## src/rtl/keypad_history_display.sv

```systemverilog
// Purpose: keeps the last N_DIGITS key codes and time-multiplexes them onto a common-select seven-segment display.
// Latency: seg_out/digit_sel are registered one cycle behind the mux FSM and history; history_count follows the history register directly.
// Backpressure: none; every key_pulse is accepted, the oldest key is dropped when full, and clear overrides a same-cycle key.
module keypad_history_display #(
  parameter int N_DIGITS      = 4,
  parameter int REFRESH_DIV   = 12000,
  parameter int BLANK_CYCLES  = 16,
  parameter bit EMPTY_AS_ZERO = 1'b0
) (
  input  logic                            clk_internal,
  input  logic                            rst_n,
  input  logic [3:0]                      key_code,
  input  logic                            key_pulse,
  input  logic                            clear,
  output logic [6:0]                      seg_out,
  output logic [N_DIGITS-1:0]             digit_sel,
  output logic [$clog2(N_DIGITS+1)-1:0]   history_count
);

  // Widths: the phase counter must hold the longer of the two phases; the
  // digit index keeps at least one bit so a single-digit build still elaborates.
  localparam int IDX_W   = (N_DIGITS > 1) ? $clog2(N_DIGITS) : 1;
  localparam int CNT_TOP = (REFRESH_DIV > BLANK_CYCLES) ? REFRESH_DIV : BLANK_CYCLES;
  localparam int PH_W    = (CNT_TOP > 1) ? $clog2(CNT_TOP) : 1;
  localparam int HC_W    = $clog2(N_DIGITS + 1);

  localparam logic [PH_W-1:0]     DRIVE_LAST = PH_W'(REFRESH_DIV - 1);
  localparam logic [PH_W-1:0]     BLANK_LAST = PH_W'((BLANK_CYCLES > 0) ? BLANK_CYCLES - 1 : 0);
  localparam logic [IDX_W-1:0]    IDX_LAST   = IDX_W'(N_DIGITS - 1);
  localparam logic [HC_W-1:0]     HC_FULL    = HC_W'(N_DIGITS);
  localparam logic [N_DIGITS-1:0] SEL_ONE    = N_DIGITS'(1);

  typedef enum logic {
    ST_DRIVE = 1'b0,
    ST_BLANK = 1'b1
  } mux_state_t;

  // Active-low {g,f,e,d,c,b,a} hex glyphs.
  function automatic logic [6:0] glyph(input logic [3:0] hex);
    logic [6:0] seg;
    case (hex)
      4'h0: seg = 7'b1000000;
      4'h1: seg = 7'b1111001;
      4'h2: seg = 7'b0100100;
      4'h3: seg = 7'b0110000;
      4'h4: seg = 7'b0011001;
      4'h5: seg = 7'b0010010;
      4'h6: seg = 7'b0000010;
      4'h7: seg = 7'b1111000;
      4'h8: seg = 7'b0000000;
      4'h9: seg = 7'b0010000;
      4'hA: seg = 7'b0001000;
      4'hB: seg = 7'b0000011;
      4'hC: seg = 7'b1000110;
      4'hD: seg = 7'b0100001;
      4'hE: seg = 7'b0000110;
      4'hF: seg = 7'b0001110;
      default: seg = 7'h7F;
    endcase
    return seg;
  endfunction

  // History storage: slot 0 is the newest key and maps to the rightmost digit.
  logic [3:0]          slot_dat [N_DIGITS];
  logic [N_DIGITS-1:0] slot_vld;

  // Mux FSM state.
  mux_state_t       state, state_nx;
  logic [PH_W-1:0]  phase_cnt, phase_nx;
  logic [IDX_W-1:0] digit_idx, idx_nx, idx_adv;

  // Next output values, registered below.
  logic [6:0]          seg_nx;
  logic [N_DIGITS-1:0] sel_nx;

  // Shift a new key into the history; clear takes priority and drops a same-cycle key.
  always_ff @(posedge clk_internal or negedge rst_n) begin
    if (!rst_n) begin
      for (int i = 0; i < N_DIGITS; i++) begin
        slot_dat[i] <= 4'h0;
      end
      slot_vld      <= '0;
      history_count <= '0;
    end else if (clear) begin
      // Slot data is left stale on purpose; the valid flags alone hide it.
      slot_vld      <= '0;
      history_count <= '0;
    end else if (key_pulse) begin
      for (int i = N_DIGITS - 1; i > 0; i--) begin
        slot_dat[i] <= slot_dat[i-1];
        slot_vld[i] <= slot_vld[i-1];
      end
      slot_dat[0] <= key_code;
      slot_vld[0] <= 1'b1;
      if (history_count != HC_FULL) begin
        history_count <= history_count + HC_W'(1);
      end
    end
  end

  // Mux FSM state register.
  always_ff @(posedge clk_internal or negedge rst_n) begin
    if (!rst_n) begin
      state     <= ST_DRIVE;
      phase_cnt <= '0;
      digit_idx <= '0;
    end else begin
      state     <= state_nx;
      phase_cnt <= phase_nx;
      digit_idx <= idx_nx;
    end
  end

  // Mux FSM next state: DRIVE for REFRESH_DIV cycles, then optional BLANK, then next digit.
  always_comb begin
    state_nx = state;
    phase_nx = phase_cnt + PH_W'(1);
    idx_nx   = digit_idx;
    idx_adv  = (digit_idx == IDX_LAST) ? '0 : digit_idx + IDX_W'(1);
    case (state)
      ST_DRIVE: begin
        if (phase_cnt == DRIVE_LAST) begin
          phase_nx = '0;
          if (BLANK_CYCLES > 0) begin
            state_nx = ST_BLANK;
          end else begin
            idx_nx = idx_adv;
          end
        end
      end
      ST_BLANK: begin
        if (phase_cnt == BLANK_LAST) begin
          phase_nx = '0;
          idx_nx   = idx_adv;
          state_nx = ST_DRIVE;
        end
      end
      default: begin
        state_nx = ST_DRIVE;
        phase_nx = '0;
        idx_nx   = '0;
      end
    endcase
  end

  // Output decode: one digit enabled while driving, everything dark while blanking.
  always_comb begin
    seg_nx = 7'h7F;
    sel_nx = '1;
    if (state == ST_DRIVE) begin
      sel_nx = ~(SEL_ONE << digit_idx);
      if (slot_vld[digit_idx]) begin
        seg_nx = glyph(slot_dat[digit_idx]);
      end else if (EMPTY_AS_ZERO) begin
        seg_nx = glyph(4'h0);
      end
    end
  end

  // Register the pins so they never glitch between digits.
  always_ff @(posedge clk_internal or negedge rst_n) begin
    if (!rst_n) begin
      seg_out   <= 7'h7F;
      digit_sel <= '1;
    end else begin
      seg_out   <= seg_nx;
      digit_sel <= sel_nx;
    end
  end

endmodule
```

## config.mk

```make
export PLATFORM = sky130hd
export DESIGN_NAME = keypad_history_display
export DESIGN_NICKNAME = d
export VERILOG_FILES = /design/src/rtl/keypad_history_display.sv
export SDC_FILE = /design/constraint.sdc
export NUM_CORES = 1
export LEC_CHECK = 0
export ABC_AREA = 1
export BUFFER_PORTS_ARGS = -buffer_cell sky130_fd_sc_hd__buf_2
export CAP_MARGIN = 20
export CORE_MARGIN = 2
export CORE_UTILIZATION = 46
export DETAILED_ROUTE_END_ITERATION = 8
export GPL_ROUTABILITY_DRIVEN = 0
export PLACE_DENSITY = 0.69
export SLEW_MARGIN = 20
export SYNTH_ARGS = -nofsm -noshare
export SYNTH_HDL_FRONTEND = slang
export SYNTH_SLANG_ARGS = --single-unit
export TNS_END_PERCENT = 100
```

## constraint.sdc

```tcl
create_clock -name clk_internal -period 2.9 [get_ports clk_internal]
set_input_delay 0.145 -clock clk_internal [delete_from_list [all_inputs] [get_ports clk_internal]]
set_output_delay 0.145 -clock clk_internal [all_outputs]
set_load 0.01 [all_outputs]
```

* After elaboration in Yosys (flattened, before gate mapping)
Memory sizes are Yosys's and may differ from the RTL's.
Cells that the tools add are included.
** Word-level totals
- Flip-flop bits (word level) :: 51
- Bits in read-only memories :: 112
- Bits of input ports :: 8
- Output and inout port bits :: 14
- Memories :: 1
** Memory list
- (no name shown) :: depth 16, width 7, rd ports 1, clocked after Yosys merged registers in 0, wr ports 0, RTL line 41 : case (hex)
** Operators by class
- $add $sub $neg :: 3
- Order comparisons :: 2
- Eq/ne operators :: 5
- Shifts and indexed selects :: 1
- Mux-type cells :: 22
- Bitwise gates (word level) :: 4
- Reduce and logical (&&, ||, !) cells :: 5
** Operators by type and width (count)
- $mux W14 :: 2
- $pmux W14 S2 :: 1
- $mux W4 :: 5
- $add A14 B1 Y14 const B :: 1
- $eq A14 B14 Y1 const B :: 1
- $eq A14 B4 Y1 const B :: 1
- $mux W7 :: 2
- $mux W3 :: 3
- $bmux W4 S2 :: 1
- $mux W2 :: 3
- $reduce_and A2 Y1 :: 3
- $not A4 Y4 :: 1
- $reduce_bool A2 Y1 :: 2
- $shl A1 B2 Y4 const A :: 1
- $add A3 B1 Y3 const B :: 1
- $ge A3 B3 Y1 const B :: 1
- $lt A2 B3 Y1 const B :: 1
- $mux W1 :: 3
- $ne A3 B3 Y1 const B :: 1
- $not A2 Y3 :: 1
- $add A2 B1 Y2 const B :: 1
- $bmux W1 S2 :: 1
- $eq A2 B2 Y1 const B :: 1
- $ne A2 B1 Y1 const B :: 1
- 2 further kinds :: 3

* Logic depth before layout (Yosys ltp)
Gate-level depths: netlist of run 1.
An unclocked memory read counts as a cell.
- Word-level depth :: 7
- Mapped depth :: 11
- Gate-level depth less buffers :: 10

* Worst setup path before layout of run 1
Ideal clock, no wire load.
- Path type :: register to register
- Start :: register digit_idx[0]
- End :: register seg_out[2]
- Setup time :: 0.064 ns
- Arrival :: 1.579 ns
- Required time :: 2.836 ns
- Setup slack :: 1.258 ns
- Stages on the path, launching flop included :: 11
- Path through :: dfrtp_1 buf_4 nand2_1 nand3_1 nand2_1 inv_1 ha_1 inv_1 nand3_1 or2_0 nand3_1
** Between the ends
- Cells in the longest elaborated chain, start to end :: 7
- Elaborated cells between the ends (all ways) :: 9
- Those cells by class :: mux: 7; bitwise: 1; memory: 1
** Ends and longest elaborated chain
- start: declaration :: RTL line 70 : logic [IDX_W-1:0] digit_idx, idx_nx, idx_adv;
- start signal: assignment :: RTL line 110 : digit_idx <= idx_nx;
- $not A2 Y3 (not written as such) :: RTL line 153 : seg_nx = glyph(slot_dat[digit_idx]);
- $bmux W4 S2 :: RTL line 153
- $mux W4 (not written as such) (2 in a row) :: RTL line 153
- $mem_v2 Z16 W7
- $mux W7 (*) :: RTL line 152 : if (slot_vld[digit_idx]) begin
- $mux W7 (*) :: RTL line 150 : if (state == ST_DRIVE) begin
- via seg_nx[2] :: RTL line 73 : logic [6:0] seg_nx;
- end signal: assignment :: RTL line 166 : seg_out <= seg_nx;
- end: declaration :: RTL line 15 : output logic [6:0] seg_out,
The timed path passes the listed nets; every way through them passes the cells marked *. The select of a mux whose other input is x is not followed.
A chain may end at the register's enable or synchronous reset.

* Final worst setup path of run 1
Ends and elaborated chain as after synthesis.

==> results.py, run 1 <==
metrics = {
    "status": {
        "outcome": "complete, no violations",
    },
    "synthesis": {
        "postSynthCellCount": 330,
        "seq_area_frac_synth_pct": 48.5,
        "ys_types": 29,
        "yosysWarningCount": 0,
        "avgSynthCellArea_um2": 8.05,
        "synthesis.nets": 351,
        "ys_seq_elements": 51,
        "synthesis.area_um2": 2660,
    },
    "pwr": {
        "p_leak_nw": 1.44,
        "power_density_nw_per_um2": 507,
        "ir_worst_vdd_mv": 0.196,
    },
    "floorplan": {
        "pin_count": 22,
        "rows": 27,
        "die_h_um": 80.0,
        "dieArea_um2": 6400,
        "core_area_um2": 5540,
        "die_w_um": 80.0,
        "initial_utilization_pct": 48.0,
    },
    "global_route": {
        "grt.overflow.total": 0,
        "grt_max_degree": 52,
        "grt_usage_pct": 16.8,
        "grt_pass1_vias": 1925,
        "antenna_found_initial": 0,
        "grt_pass1_wl_um": 8580,
    },
    "cts": {
        "post_cts_buffers": 0,
        "cts_made_buffers": 5,
        "clk_latency_ps": 300,
        "cts_tree": "done",
        "cts-root-buf": "clkbuf_8",
        "cts_sinks": 51,
        "htreeDepth": 2,
        "clk_pin_slew_ps": 90,
        "cts.path.max_buffers": 2,
        "cts.repair.resized": 0,
    },
    "drt": {
        "drc": 0,
        "totalWireLength_um": 4780,
        "dr.pass1.iters": 4,
        "ant_nets": 0,
        "drtIter0Drc": 80,
        "dr_total_vias": 2040,
        "wl_per_cell_um": 11.2,
        "viasPerCell": 4.79,
    },
    "setup_path": {
        "critical-path-max-stage-delay_ps": 600,
        "r2r_slack_ps": 900,
        "reg2regPathDepth": 10,
        "critPathMaxFanout": 14,
        "rr_startpoint": "digit_idx[0]$_DFFE_PN0P_",
        "cp_cell_sequence": "inv_2 > nand2_1 > nand3_1 > nand2_1 > inv_1 > ha_1 > inv_1 > nand3_1 > or2_0 > nand3_1",
        "critPathMostFrequentCell": "nand3_1",
        "end_kind": "register",
        "required_ps": 3140,
        "arrival_ps": 2250,
        "start_kind": "register",
        "worstSetupPathType": "register to register",
        "slowest_stage": "dfrtp_1",
        "regToRegEndpoint": "seg_out[2]$_DFF_PN1_",
    },
    "timing": {
        "setup_viol": 0,
        "period_share_pct": 69.1,
        "drv_slew": 0,
        "period_needed_ps": 2000,
        "rsz0062_at_grt": "no",
        "fin_setup_tns_ps": 0,
        "max_slew_margin_pct": 36.1,
        "worst_pin_slew_ps": 956,
        "fin_skew_ps": 8.89,
        "finalHoldViolations": 0,
        "hold_ws_ps": 48.4,
        "fmax_mhz": 499,
    },
    "final_layout": {
        "diodes": 0,
        "fill_cells": 537,
        "area.growth.synth_to_final_pct": 10.6,
        "regArea_um2": 1290,
        "drive_gt1_share_pct": 15.0,
        "finish.net_count": 375,
        "multi_input_area_um2": 1180,
    },
    "hold_path": {
        "hold_end": "slot_vld[0]$_DFFE_PN0P_",
        "hold_path_class": "input pin to register",
        "holdPathStages": 2,
        "worstHoldStart": "clear",
    },
    "flow_run": {
        "drv_cap": 0,
    },
    "place": {
        "io_buffers": 21,
        "dpl.hpwl_um": 3440,
    },
}
==> layout by cell type (no fill, tap or decap), drive strengths merged <==
cell type    instances
clkbuf               5
dfrtp               40
clkinvlp             1
ha                  13
dfstp               11
nor3b                1
o21bai               2
inv                 41
nand4                3
nor3                 1
clkinv               1
or2                  2
o21ai               20
buf                 21
bufinv               1
nor2                43
dlygate4sd3          1
xor2                 4
o22ai                2
nand2               89
nand3               35
a21oi               17
==> critical path: cells and delay by family, from the launching register on <==
kind                       cells  cell delay (ps)
DFF                            1              600
adders and majority gates      1              250
and+or+nand+nor                6              700
buffers and inverters          3              390
==> sequential cells by signal, summed over array words and instances (netlist names) <==
register       count
slot_vld           4
history_count      3
digit_sel          4
digit_idx          2
phase_cnt         14
state              1
seg_out            7
slot_dat          16
==> what timing repair did <==
item,4_1_cts,5_1_grt
hold buffers,0,1
setup endpoints to repair,0,0
hold endpoints to repair,0,40
==> power breakdown <==
| group | internal [mW] | switching [mW] | total, mW | leakage, nW |
|---|---|---|---|---|
| combinational | 0.0749 | 0.130 | 0.205 | 0.770 |
| sequential | 0.777 | 0.0291 | 0.806 | 0.617 |
| clock | 0.252 | 0.226 | 0.479 | 0.0502 |
| total | 1.10 | 0.385 | 1.49 | 1.44 |
==> stage by stage <==
| step | instances | setup slack, ps | area, µm² | total power [mW] | util (%) |
|---|---|---|---|---|---|
| CTS | 425 | 883 | 2930 | 1.51 | 52.8 |
| floorplan | 330 | 1260 | 2660 | 0.958 | - |
| finish | 426 | 897 | 2940 | 1.49 | 53.0 |
| global route | 426 | 668 | 2940 | 1.58 | 53.0 |
| detailed placement | 418 | 915 | 2820 | 1.02 | 50.9 |
| global placement | 418 | 1010 | 2820 | 1.02 | 50.9 |
==> cell type report <==
| cell class | instances | area share (%) |
|---|---|---|
| flip-flops and latches | 51 | 43.9 |
| multi-input cells | 232 | 40.1 |
| inverters | 42 | 5.36 |
| repair buffers | 22 | 4.00 |
| well taps | 72 | 3.07 |
| clock buffers | 5 | 2.34 |
| clock inverters | 2 | 1.28 |
==> cell usage after synthesis <==
library cell	instances	area share (%)
inv_2	3	0.42
nor3b_1	1	0.28
or2_2	1	0.24
clkinv_1	1	0.14
or2_0	1	0.24
a21oi_1	17	3.2
buf_4	1	0.28
nor3_1	1	0.19
dfrtp_1	40	38
o21bai_1	2	0.56
nand2_2	2	0.47
o21ai_1	3	0.56
clkbuf_1	1	0.14
dfstp_2	11	11
o22ai_1	2	0.47
o21ai_0	17	3.2
buf_2	2	0.38
nand3_1	29	5.5
nand2_1	86	12
inv_1	38	5.4
nor2_1	42	5.9
nand3_2	5	1.9
nand2_4	1	0.42
nand3_4	1	0.66
nor2_2	1	0.24
nand4_1	3	0.71
buf_6	1	0.42
ha_1	13	6.1
xor2_1	4	1.3
==> worst max-delay path by stage <==
stage,from,to,cells past startpoint
floorplan,digit_idx[0]$_DFFE_PN0P_,seg_out[2]$_DFF_PN1_,10
global placement,digit_idx[0]$_DFFE_PN0P_,seg_out[2]$_DFF_PN1_,10
detailed placement,digit_idx[0]$_DFFE_PN0P_,seg_out[2]$_DFF_PN1_,10
CTS,digit_idx[0]$_DFFE_PN0P_,seg_out[2]$_DFF_PN1_,10
global route,digit_idx[0]$_DFFE_PN0P_,seg_out[2]$_DFF_PN1_,10
finish,digit_idx[0]$_DFFE_PN0P_,seg_out[2]$_DFF_PN1_,10
==> routing by layer <==
layer,track usage [%],wire (µm)
met4,6.10,62
met1,24.8,2410
met3,3.05,239
met5,0,0
met2,24.7,2070
==> cell families after synthesis <==
kind of cell	share of synthesized area [%]
buffers and inverters	7.16
DFF	48.5
xor gates and xnor gates	1.32
and+or+nand+nor	28.9
AOI/OAI and AO/OA	8.00
adders and majority gates	6.12
Power figures use the tool's default switching activity.
==> inputs of run 2 (changes only) <==
clock period = 2.06 ns   (was 2.9 ns; I/O delays follow)
==> run 2 against run 1 <==
Against the previous run: clock power rose by 70%; highest routed layer unchanged; hold slack got worse by 4.9 ps; first-iteration DRC count rose by 50%; final cell count rose by 1.4%; critical path type unchanged; power rose by 51%; global-route usage rose by 0.49 points; cell area rose by 2.2%; via count rose by 3.1%; sequential share of layout area fell by 0.93 points; register-to-register slack got worse by 650 ps; setup slack got worse by 650 ps.
==> results.py, run 2 (synthesized netlist as in run 1, its figures left out) <==
metrics = {
    "drt": {
        "drc": 0,
        "viasPerCell": 4.87,
        "dr.pass1.iters": 4,
        "totalWireLength_um": 4960,
        "drtIter0Drc": 120,
        "wl_per_cell_um": 11.5,
        "ant_nets": 0,
        "dr_total_vias": 2103,
    },
    "hold_path": {
        "hold_path_class": "input pin to register",
    },
    "place": {
        "dpl.hpwl_um": 3650,
        "dp_cells": 422,
        "io_buffers": 21,
    },
    "global_route": {
        "grt_usage_pct": 17.3,
        "grt_pass1_wl_um": 8680,
        "grt_pass1_vias": 1902,
        "grt.overflow.total": 0,
        "grt_max_degree": 37,
        "antenna_found_initial": 0,
    },
    "timing": {
        "fin_skew_ps": 3.63,
        "fmax_mhz": 552,
        "finalHoldViolations": 0,
        "period_needed_ps": 1810,
        "setup_viol": 0,
        "max_slew_margin_pct": 76.2,
        "worst_pin_slew_ps": 357,
        "fin_setup_tns_ps": 0,
        "period_share_pct": 87.9,
        "rsz0062_at_grt": "no",
        "drv_slew": 0,
    },
    "final_layout": {
        "area.growth.synth_to_final_pct": 13.0,
        "drive_gt1_share_pct": 15.8,
        "top_regs": "slot_dat: 16 flops, phase_cnt: 14 flops, seg_out: 7 flops",
        "top_register": "slot_dat",
        "finish.net_count": 380,
        "final_cell_mix": "86 x nand2_1, 42 x nor2_1, 40 x dfrtp_1",
        "final_common_cell": "nand2_1",
        "final_util_pct": 54.2,
        "diodes": 0,
        "instances_no_fill": 432,
        "largest_register_ffs": 16,
    },
    "pwr": {
        "p_leak_nw": 1.47,
        "ir_worst_vdd_mv": 0.336,
        "power_density_nw_per_um2": 747,
    },
    "cts": {
        "cts_sinks": 51,
        "htreeDepth": 2,
        "cts_tree": "done",
        "cts-root-buf": "clkbuf_8",
        "clk_latency_ps": 300,
        "cts_made_buffers": 5,
        "cts.path.max_buffers": 2,
        "clk_pin_slew_ps": 90,
    },
    "floorplan": {
        "core_area_um2": 5540,
        "rows": 27,
        "initial_utilization_pct": 48.0,
        "die_w_um": 80.0,
        "die_h_um": 80.0,
        "pin_count": 22,
        "dieArea_um2": 6400,
    },
    "setup_path": {
        "r2r_slack_ps": 250,
        "end_kind": "register",
        "start_kind": "register",
        "arrival_ps": 2060,
        "required_ps": 2310,
        "critPathMaxFanout": 9,
        "worstSetupPathType": "register to register",
    },
    "flow_run": {
        "drv_cap": 0,
    },
    "status": {
        "outcome": "complete, no violations",
    },
}
## run 2: cell types whose count changed in the layout (fill, tap and decap cells not counted), sizes merged
| cell | change |
|---|---|
| buf | +4 |
| bufinv | +1 |
| clkbuf | +1 |
| clkinvlp | -1 |
| dlygate4sd3 | +1 |
## run 2: area by class of cell
class	instances	area, µm²
inverters	42	158
well taps	72	90.1
fillers	542	2540
multi-input cells	232	1180
flip-flops and latches	51	1290
clock buffers	6	72.6
clock inverters	2	60.1
repair buffers	27	155
## run 2: report_power, final
part | switching [mW] | leakage, nW | total, mW | internal (mW)
Clock | 0.329 | 0.0654 | 0.814 | 0.485
Combinational | 0.185 | 0.793 | 0.295 | 0.110
Sequential | 0.0421 | 0.617 | 1.14 | 1.09
## run 2: path summary, 6_finish.rpt
check                      cells after the start                       end                startpoint
min in group asynchronous                      2   phase_cnt[11]$_DFF_PN0_                     rst_n
hold / removal                                 3  slot_dat[13]$_DFFE_PN0P_               key_code[1]
setup / recovery                               9      seg_out[2]$_DFF_PN1_  digit_idx[1]$_DFFE_PN0P_
setup reg to reg                               9      seg_out[2]$_DFF_PN1_  digit_idx[1]$_DFFE_PN0P_
max in group asynchronous                      3   slot_dat[5]$_DFFE_PN0P_                     rst_n
hold reg to reg                                2   slot_dat[2]$_DFFE_PN0P_   slot_dat[2]$_DFFE_PN0P_
## run 2: critical path, stage by stage, from the launching register on
cell and delay, ps:
dfrtp_1 500, inv_2 190, nand3_1 100, nand2_1 180, inv_1 110, ha_1 250
inv_1 80, nand3_1 90, or2_0 210, nand3_1 70
## run 2: per-stage QoR
stage | hold slack (ps) | setup slack (ps) | instance area [µm²] | power (mW)
floorplan | -193 | 418 | 2660 | 1.35
global placement | 30.6 | 311 | 2850 | 1.44
detailed placement | 32.6 | 263 | 2850 | 1.45
CTS | 31.9 | 248 | 3000 | 2.27
global route | 68.7 | 67.4 | 3000 | 2.38
finish | 43.5 | 248 | 3000 | 2.24
## run 2: what timing repair did
| item | CTS | global route |
|---|---|---|
| setup buffers | 0 | 0 |
| hold endpoints to repair | 16 | 0 |
| gates resized for setup | 0 | 0 |
| hold buffers | 2 | 0 |
## run 2: metal layers
metal	GRT usage [%]	wire length, µm	up-vias
met1	25.5	2630	962
met3	3.73	177	6
met5	0	0	-
met2	25.1	2090	34
li1	-	-	1101
met4	5.93	66	0
==> inputs of run 3 (changes only) <==
HOLD_SLACK_MARGIN = 0.1   (was default)
==> run 3 against run 2 <==
Against the previous run: sequential cell count unchanged; clock skew about the same; final cell count grew 0.93%; first-iteration DRC count decreased by 13%; combinational power up 2%; largest cell class unchanged.
==> results.py, run 3 (synthesized netlist as in run 1, its figures left out) <==
metrics = {
    "status": {
        "outcome": "complete, no violations",
    },
    "floorplan": {
        "core_area_um2": 5540,
        "initial_utilization_pct": 48.0,
        "pin_count": 22,
        "die_h_um": 80.0,
        "dieArea_um2": 6400,
        "die_w_um": 80.0,
        "rows": 27,
    },
    "pwr": {
        "p_seq_share_pct": 50.5,
        "p_leak_nw": 1.49,
        "power_density_nw_per_um2": 739,
        "p_int_mw": 1.69,
        "p_sw_mw": 0.555,
        "p_sw_share_pct": 24.7,
        "ir_worst_vdd_mv": 0.335,
        "clock_power_share_pct": 36.1,
        "combinationalPowerShare_pct": 13.4,
    },
    "global_route": {
        "grt.overflow.total": 0,
        "grt_usage_pct": 17.4,
        "grt_pass1_vias": 1913,
        "grt_max_degree": 37,
        "antenna_found_initial": 0,
        "grt_pass1_wl_um": 8720,
    },
    "cts": {
        "clk_pin_slew_ps": 90,
        "holdBufCountCts": 6,
        "cts_tree": "done",
        "htreeDepth": 2,
        "post_cts_buffers": 0,
        "cts.repair.resized": 0,
        "cts.path.max_buffers": 2,
        "cts_sinks": 51,
        "cts_made_buffers": 5,
        "clk_latency_ps": 300,
        "cts-root-buf": "clkbuf_8",
    },
    "final_layout": {
        "top_register": "slot_dat",
        "final_cell_mix": "86 x nand2_1, 42 x nor2_1, 40 x dfrtp_1",
        "top_regs": "slot_dat: 16 flops, phase_cnt: 14 flops, seg_out: 7 flops",
        "final_common_cell": "nand2_1",
        "largest_register_ffs": 16,
        "finish.net_count": 384,
        "fin_area_um2": 3040,
        "area.growth.synth_to_final_pct": 14.5,
        "drive_gt1_share_pct": 15.7,
        "diodes": 0,
        "fill_cells": 538,
    },
    "setup_path": {
        "required_ps": 2310,
        "critPathMostFrequentCell": "nand3_1",
        "end_kind": "register",
        "critPathMaxFanout": 9,
        "r2r_slack_ps": 250,
        "cp_cell_sequence": "inv_2 > nand3_1 > nand2_1 > inv_1 > ha_1 > inv_1 > nand3_1 > or2_0 > nand3_1",
        "slowest_stage": "dfrtp_1",
        "arrival_ps": 2060,
        "start_kind": "register",
        "critical-path-max-stage-delay_ps": 500,
        "worstSetupPathType": "register to register",
        "worst-path-buf-inv": 3,
        "path_delay_family": "simple AND/OR/NAND/NOR gates",
    },
    "timing": {
        "fin_skew_ps": 3.94,
        "fin_setup_tns_ps": 0,
        "period_share_pct": 87.9,
        "period_needed_ps": 1810,
        "drv_slew": 0,
        "max_slew_margin_pct": 76.1,
        "fmax_mhz": 552,
        "setup_viol": 0,
        "worst_pin_slew_ps": 359,
        "finalHoldViolations": 0,
        "rsz0062_at_grt": "no",
    },
    "drt": {
        "totalWireLength_um": 4990,
        "top_layer": "met4",
        "drtIter0Drc": 104,
        "dr_wl_met3_um": 171,
        "drc": 0,
        "viasPerCell": 4.85,
        "wl_met1_um": 2670,
        "dr_total_vias": 2116,
        "wl_per_cell_um": 11.4,
        "wl_met2_um": 2080,
        "dr.pass1.iters": 4,
        "ant_nets": 0,
    },
    "place": {
        "placed_area_um2": 2850,
        "dpl.hpwl_um": 3650,
        "io_buffers": 21,
    },
    "hold_path": {
        "hold_path_class": "input pin to register",
    },
    "flow_run": {
        "drv_cap": 0,
    },
}
-- run 3: cell types whose count changed in the layout (fill, tap and decap cells not counted), sizes merged --
cell,change
dlygate4sd3,+4
-- run 3: cell type report --
cell class	count	area [µm²]	share of cell area, %
clock inverters	2	60.1	1.97
multi-input cells	232	1180	38.7
flip-flops and latches	51	1290	42.4
inverters	42	158	5.18
repair buffers	31	195	6.41
well taps	72	90.1	2.96
clock buffers	6	72.6	2.38
-- run 3: routing by layer --
| metal | GRT usage, % | vias up |
|---|---|---|
| met3 | 3.73 | 6 |
| met4 | 5.93 | 0 |
| met5 | 0 | - |
| met1 | 25.6 | 970 |
| li1 | - | 1108 |
| met2 | 25.3 | 32 |
-- run 3: per-stage QoR --
stage | hold slack (ps) | std cells | total power [mW] | utilization (%) | setup WS [ps]
after floorplan | -193 | 330 | 1.35 | - | 418
final | 120 | 436 | 2.25 | 54.9 | 249
after CTS | 106 | 436 | 2.28 | 54.9 | 248
after global placement | 30.6 | 422 | 1.44 | 51.4 | 311
after global routing | 131 | 436 | 2.38 | 54.9 | 67.4
after detailed placement | 32.6 | 422 | 1.45 | 51.4 | 263
-- run 3: power by group through the flow --
stage	Clock [mW]	Sequential, mW	Combinational (mW)
2_1_floorplan	0	1.16	0.191
3_3_place_gp	0	1.15	0.289
3_5_place_dp	0	1.16	0.295
4_1_cts	0.840	1.14	0.303
5_1_grt	0.884	1.15	0.353
6_report	0.813	1.14	0.300
-- run 3: path summary, 6_finish.rpt --
path	start	to	depth (start not counted)
max reg2reg	digit_idx[1]$_DFFE_PN0P_	seg_out[2]$_DFF_PN1_	9
max	digit_idx[1]$_DFFE_PN0P_	seg_out[2]$_DFF_PN1_	9
min reg2reg	slot_dat[2]$_DFFE_PN0P_	slot_dat[2]$_DFFE_PN0P_	2
max in group asynchronous	rst_n	slot_dat[5]$_DFFE_PN0P_	3
min	key_pulse	slot_vld[2]$_DFFE_PN0P_	4
min in group asynchronous	rst_n	phase_cnt[11]$_DFF_PN0_	2
-- run 3: worst register-to-register path, stage by stage (launching register included) --
cell     delay, ps
dfrtp_1        500
inv_2          190
nand3_1        100
nand2_1        180
inv_1          110
ha_1           250
inv_1           80
nand3_1         90
or2_0          210
nand3_1         70
